$ cat config.mk
export PLATFORM = sky130hd
export DESIGN_NAME = mem_stage
export DESIGN_NICKNAME = d
export VERILOG_FILES = /design/src/rtl/mem_stage.sv
export SDC_FILE = /design/constraint.sdc
export NUM_CORES = 1
export LEC_CHECK = 0
export ABC_AREA = 0
export BUFFER_PORTS_ARGS = -buffer_cell sky130_fd_sc_hd__buf_2
export CORE_ASPECT_RATIO = 0.8
export CORE_MARGIN = 3
export CORE_UTILIZATION = 48
export DETAILED_ROUTE_END_ITERATION = 10
export GPL_ROUTABILITY_DRIVEN = 0
export PLACE_DENSITY = 0.81
export SETUP_SLACK_MARGIN = 0.02
export SKIP_LAST_GASP = 1
export SYNTH_ARGS = -nofsm -noshare
export SYNTH_HDL_FRONTEND = slang
export SYNTH_SLANG_ARGS = --single-unit
$ cat constraint.sdc
create_clock -name clk -period 6.5 [get_ports clk]
set_input_delay 0.65 -clock clk [delete_from_list [all_inputs] [get_ports clk]]
set_output_delay 0.65 -clock clk [all_outputs]
set_load 0.05 [all_outputs]
$ cat src/rtl/mem_stage.sv
`default_nettype none
// ============================================================================
// Module   : mem_stage
// Purpose  : Pipeline MEM stage: load-response capture, byte/half extraction
//            and sign extension, flush tracking of stale memory responses.
// Revision : 1.0
// ============================================================================
module mem_stage (
    input  logic           clk,
    input  logic           resetn,
    output logic           ms_allowin,
    input  logic           es_to_ms_valid,
    input  logic [109:0]   es_to_ms_bus,
    input  logic           ws_allowin,
    output logic           ms_to_ws_valid,
    output logic [103:0]   ms_to_ws_bus,
    input  logic           data_sram_data_ok,
    input  logic [31:0]    data_sram_rdata,
    input  logic           wb_ex,
    output logic [39:0]    ms_fwd_bus
);

    localparam logic [1:0] c_CANCEL_MAX = 2'd3;

    logic           ms_valid_q, ms_valid_d;
    logic [109:0]   es_bus_q, es_bus_d;
    logic           data_buf_valid_q, data_buf_valid_d;
    logic [31:0]    data_buf_q, data_buf_d;
    logic [1:0]     cancel_cnt_q, cancel_cnt_d;

    logic [33:0]    w_csr_data;
    logic           w_mem_req;
    logic           w_ld_b, w_ld_h, w_ld_w, w_ld_bu, w_ld_hu;
    logic           w_gr_we;
    logic [4:0]     w_dest;
    logic [31:0]    w_alu_result;
    logic [31:0]    w_pc;
    logic           w_is_load;
    logic           w_ready_go;
    logic           w_leave;
    logic           w_buf_capture;
    logic           w_cancel_inc;
    logic           w_cancel_dec;
    logic [31:0]    w_load_src;
    logic [7:0]     w_byte;
    logic [15:0]    w_half;
    logic [31:0]    w_load_ext;
    logic [31:0]    w_final_result;

    assign w_csr_data   = es_bus_q[109:76];
    assign w_mem_req    = es_bus_q[75];
    assign w_ld_b       = es_bus_q[74];
    assign w_ld_h       = es_bus_q[73];
    assign w_ld_w       = es_bus_q[72];
    assign w_ld_bu      = es_bus_q[71];
    assign w_ld_hu      = es_bus_q[70];
    assign w_gr_we      = es_bus_q[69];
    assign w_dest       = es_bus_q[68:64];
    assign w_alu_result = es_bus_q[63:32];
    assign w_pc         = es_bus_q[31:0];
    assign w_is_load    = |es_bus_q[74:70];

    // A response arriving while cancel_cnt is nonzero belongs to a flushed load.
    assign w_ready_go     = !w_mem_req || data_buf_valid_q ||
                            (data_sram_data_ok && (cancel_cnt_q == 2'd0));
    assign ms_allowin     = !ms_valid_q || (w_ready_go && ws_allowin);
    assign ms_to_ws_valid = ms_valid_q && w_ready_go && !wb_ex;
    assign w_leave        = ms_to_ws_valid && ws_allowin;

    assign w_buf_capture  = data_sram_data_ok && (cancel_cnt_q == 2'd0) &&
                            ms_valid_q && w_mem_req && !data_buf_valid_q && !ws_allowin;
    assign w_cancel_inc   = wb_ex && ms_valid_q && w_mem_req && !w_ready_go;
    assign w_cancel_dec   = data_sram_data_ok && (cancel_cnt_q != 2'd0);

    assign w_load_src = data_buf_valid_q ? data_buf_q : data_sram_rdata;

    always_comb begin
        w_byte = w_load_src[7:0];
        case (w_alu_result[1:0])
            2'b00:   w_byte = w_load_src[7:0];
            2'b01:   w_byte = w_load_src[15:8];
            2'b10:   w_byte = w_load_src[23:16];
            default: w_byte = w_load_src[31:24];
        endcase
        w_half = w_alu_result[1] ? w_load_src[31:16] : w_load_src[15:0];

        w_load_ext = w_load_src;
        if (w_ld_b)       w_load_ext = {{24{w_byte[7]}}, w_byte};
        else if (w_ld_bu) w_load_ext = {24'd0, w_byte};
        else if (w_ld_h)  w_load_ext = {{16{w_half[15]}}, w_half};
        else if (w_ld_hu) w_load_ext = {16'd0, w_half};
        else if (w_ld_w)  w_load_ext = w_load_src;

        w_final_result = w_is_load ? w_load_ext : w_alu_result;
    end

    assign ms_to_ws_bus = {w_csr_data, w_gr_we, w_dest, w_final_result, w_pc};
    assign ms_fwd_bus   = {ms_valid_q,
                           ms_valid_q && w_is_load && !w_ready_go,
                           ms_valid_q && w_gr_we,
                           w_dest,
                           w_final_result};

    always_comb begin
        ms_valid_d = ms_valid_q;
        if (wb_ex)
            ms_valid_d = 1'b0;
        else if (ms_allowin)
            ms_valid_d = es_to_ms_valid;

        es_bus_d = es_bus_q;
        if (es_to_ms_valid && ms_allowin)
            es_bus_d = es_to_ms_bus;

        data_buf_valid_d = data_buf_valid_q;
        data_buf_d       = data_buf_q;
        if (wb_ex || w_leave) begin
            data_buf_valid_d = 1'b0;
        end else if (w_buf_capture) begin
            data_buf_valid_d = 1'b1;
            data_buf_d       = data_sram_rdata;
        end

        cancel_cnt_d = cancel_cnt_q;
        if (w_cancel_inc && !w_cancel_dec && (cancel_cnt_q != c_CANCEL_MAX))
            cancel_cnt_d = cancel_cnt_q + 2'd1;
        else if (w_cancel_dec && !w_cancel_inc)
            cancel_cnt_d = cancel_cnt_q - 2'd1;
    end

    always_ff @(posedge clk) begin
        if (!resetn) begin
            ms_valid_q       <= 1'b0;
            data_buf_valid_q <= 1'b0;
            cancel_cnt_q     <= 2'd0;
        end else begin
            ms_valid_q       <= ms_valid_d;
            data_buf_valid_q <= data_buf_valid_d;
            cancel_cnt_q     <= cancel_cnt_d;
        end
    end

    // Payload registers are qualified by ms_valid / data_buf_valid, so no reset.
    always_ff @(posedge clk) begin
        es_bus_q   <= es_bus_d;
        data_buf_q <= data_buf_d;
    end

endmodule
`default_nettype wire

==> reports/metrics.csv <==
metric,value,unit
outcome,completed,
Initial DRC Count,284,
die area,15620,µm²
Seq cells post-synth,146,
top_reg_cell synth,edfxtp_1,
Syn Inst Count,479,
Post-CTS Hold Fix Bufs,0,
"Req. time, crit path",5.85,ns
Chip Width,139.0,µm
DR vias,4464,
"FFs w/ async S/R, synth",0,%
GR Util All Layers,21.65,%
antenna violations before repair,3,
syn nets,627,
HP Class,in -> reg,
Tmin final,4.058,ns
yosys warns,0,
"IR drop worst, VDD",0.1944,mV
ant diodes,0,
layout cells sized above 1,50.52,%
first-pass GRT wire length,25630,µm
final wirelength,17050,µm
worst hold slack,0.3951,ns
CTS resizes,0,
Final Max Tran Viols,0,
drt first pass iters,6,
antenna-violating nets left,0,
post-synth top area cell,edfxtp_1,
"Cell Area, Synth",6792,µm²
H-tree depth,4,
IO Port Bufs,293,
WL/cell,19.89,µm
cell row count,38,
utilization after layout,59.47,%
RSZ-0062 raised after global routing,false,
"Clk Latency, worst-skew pair",0.42,ns
cts bufs inserted,17,
Slowest Stage Delay on Critical Path,0.81,ns
aggregate global routing overflow,0,
"worst slack, placed",2.886,ns
Synth top cells by count,"edfxtp_1, buf_4, mux2i_1",
Seq pwr share,43.0,%
Rel. slew slack,27.80,%
leakage,3.359,nW
clk buf depth,2,
Sink Count,146,
Ports,294,
Setup WS post-layout,2.442,ns
Net Sw Frac,32.19,%
Area growth syn-to-layout,19.90,%
TritonCTS clock tree,yes,
# DRC,0,
Total Power,2.569,mW
Starting Density,49.60,%
Fillers,1120,
cell family with most CP delay,simple AND/OR/NAND/NOR gates,
fin nets,812,
root buffer cell,clkbuf_16,
CP bufs+invs,1,
clock-pin slew on the worst setup and hold paths,0.07,ns
endpoint class of the critical path,output port,
WP data arrival,3.41,ns
Internal Pwr Total,1.742,mW
"slowest stage cell, crit path",nand2_1,
syn avg cell area,14.18,µm²
Sw Pwr,826.9,µW
Logic pwr share,20.0,%
vias per std cell,5.209,
largest net degree at the start of global routing,59,
Final period util,62.43,%
die height,112.4,µm
postcts setup bufs,0,
Worst-Margin Slew,1.080,ns
clock power share,37.0,%
dpl hpwl,12740,µm
max_cap viols,0,
CORE AREA,13690,µm²
post-synthesis sequential area ratio,63.96,%
Power Dens Cells,315.5,nW/µm²
"top cells by area, synth","edfxtp_1, buf_4, mux2i_1, a21oi_1, mux4_2",
vias in the first global route,4600,
post-synthesis cell type count,41,
fmax,246.4,MHz
most common cell in the synthesized netlist,edfxtp_1,
Final setup viols,0,
Clock Skews,0.01244,ns
CP Class,reg -> out,
crit start category,flop,
worst-path maximum fanout,30,
Post-synth EDFFs,142,
Sum Neg Setup Slack,0,ns
Fin. Hold Viols,0,
Yosys top cell area share,62.79,%
CP cell instances,"nor3_1, nand2_1, a31oi_1, buf_2",
layout make-up:
cell class                 count  area, µm²  share of cell area (%)
sequential                   146       4345                   53.37
timing repair buffer         297       1496                   18.38
multi-input combinational    198       1490                   18.30
clock buffer                  17      425.4                   5.224
tap                          180      225.2                   2.766
clock inverter                15      145.1                   1.782
inverter                       4      15.01                  0.1844
path summary, 6_finish.rpt:
check / from / endpoint / slack (ns) / cells past startpoint
worst max-delay path: es_bus_q[72] / ms_fwd_bus[11] / 2.44 / 4
worst min-delay path: es_to_ms_bus[13] / es_bus_q[13] / 0.40 / 1
worst max register to register: data_buf_valid_q / es_bus_q[14] / 3.25 / 5
worst min register to register: cancel_cnt_q[1] / cancel_cnt_q[1] / 0.52 / 2
per-layer routing:
layer	GRT usage [%]	up-vias	wire, µm
met5	0	-	41
met4	6.975	6	204
met3	9.710	24	1697
met2	36.53	218	8812
met1	24.94	2156	6292
li1	-	2060	-
stage by stage:
step	area, µm²	std cells
6_report	8143	857
5_1_grt	8143	857
4_1_cts	8143	857
3_5_place_dp	7572	825
3_3_place_gp	7572	825
2_1_floorplan	6792	479
logic make-up (layout without fill, tap and decap cells):
kind of cell	after synthesis	count (layout)	share of synthesized area, %
flip-flops	146	146	63.96
buffers and inverters	135	333	14.28
AO/OA/AOI/OAI	80	80	7.774
AND/OR/NAND/NOR	65	65	4.846
multiplexers	53	53	9.138
cells in the final DEF (no fill, tap or decap), drive strengths merged:
cell      instances
nand2b            6
mux4              7
dfxtp             4
and3              1
o21ai             8
o22a             16
clkinvlp          2
nor2             15
or4               1
nand2            19
bufinv            1
a311o             1
buf             297
nor3              2
clkinv            3
nand3b            1
and2              3
a31oi             8
clkbuf           17
nor2b             4
nand3             4
a311oi            4
mux2              2
nor4b             1
o41ai             1
a211oi            4
a21oi            32
and4b             1
edfxtp          142
o311ai            1
mux2i            44
or3               1
a21boi            2
or2               2
nor3b             3
o22ai             3
inv              13
nand4b            1
sequential cells by signal (all words and copies together) (netlist names):
register / flops
es_bus_q: 110
cancel_cnt_q: 2
data_buf_q: 32
ms_valid_q: 1
data_buf_valid_q: 1
power by group through the flow:
| stage | combinational [mW] | clock (mW) | sequential, mW |
|---|---|---|---|
| after floorplan | 0.443 | 0 | 1.12 |
| after global placement | 0.508 | 0 | 1.12 |
| after detailed placement | 0.515 | 0 | 1.13 |
| after CTS | 0.516 | 0.968 | 1.11 |
| after global routing | 0.537 | 1.01 | 1.11 |
| final | 0.513 | 0.950 | 1.11 |
(Power assumes the default switching activity.)
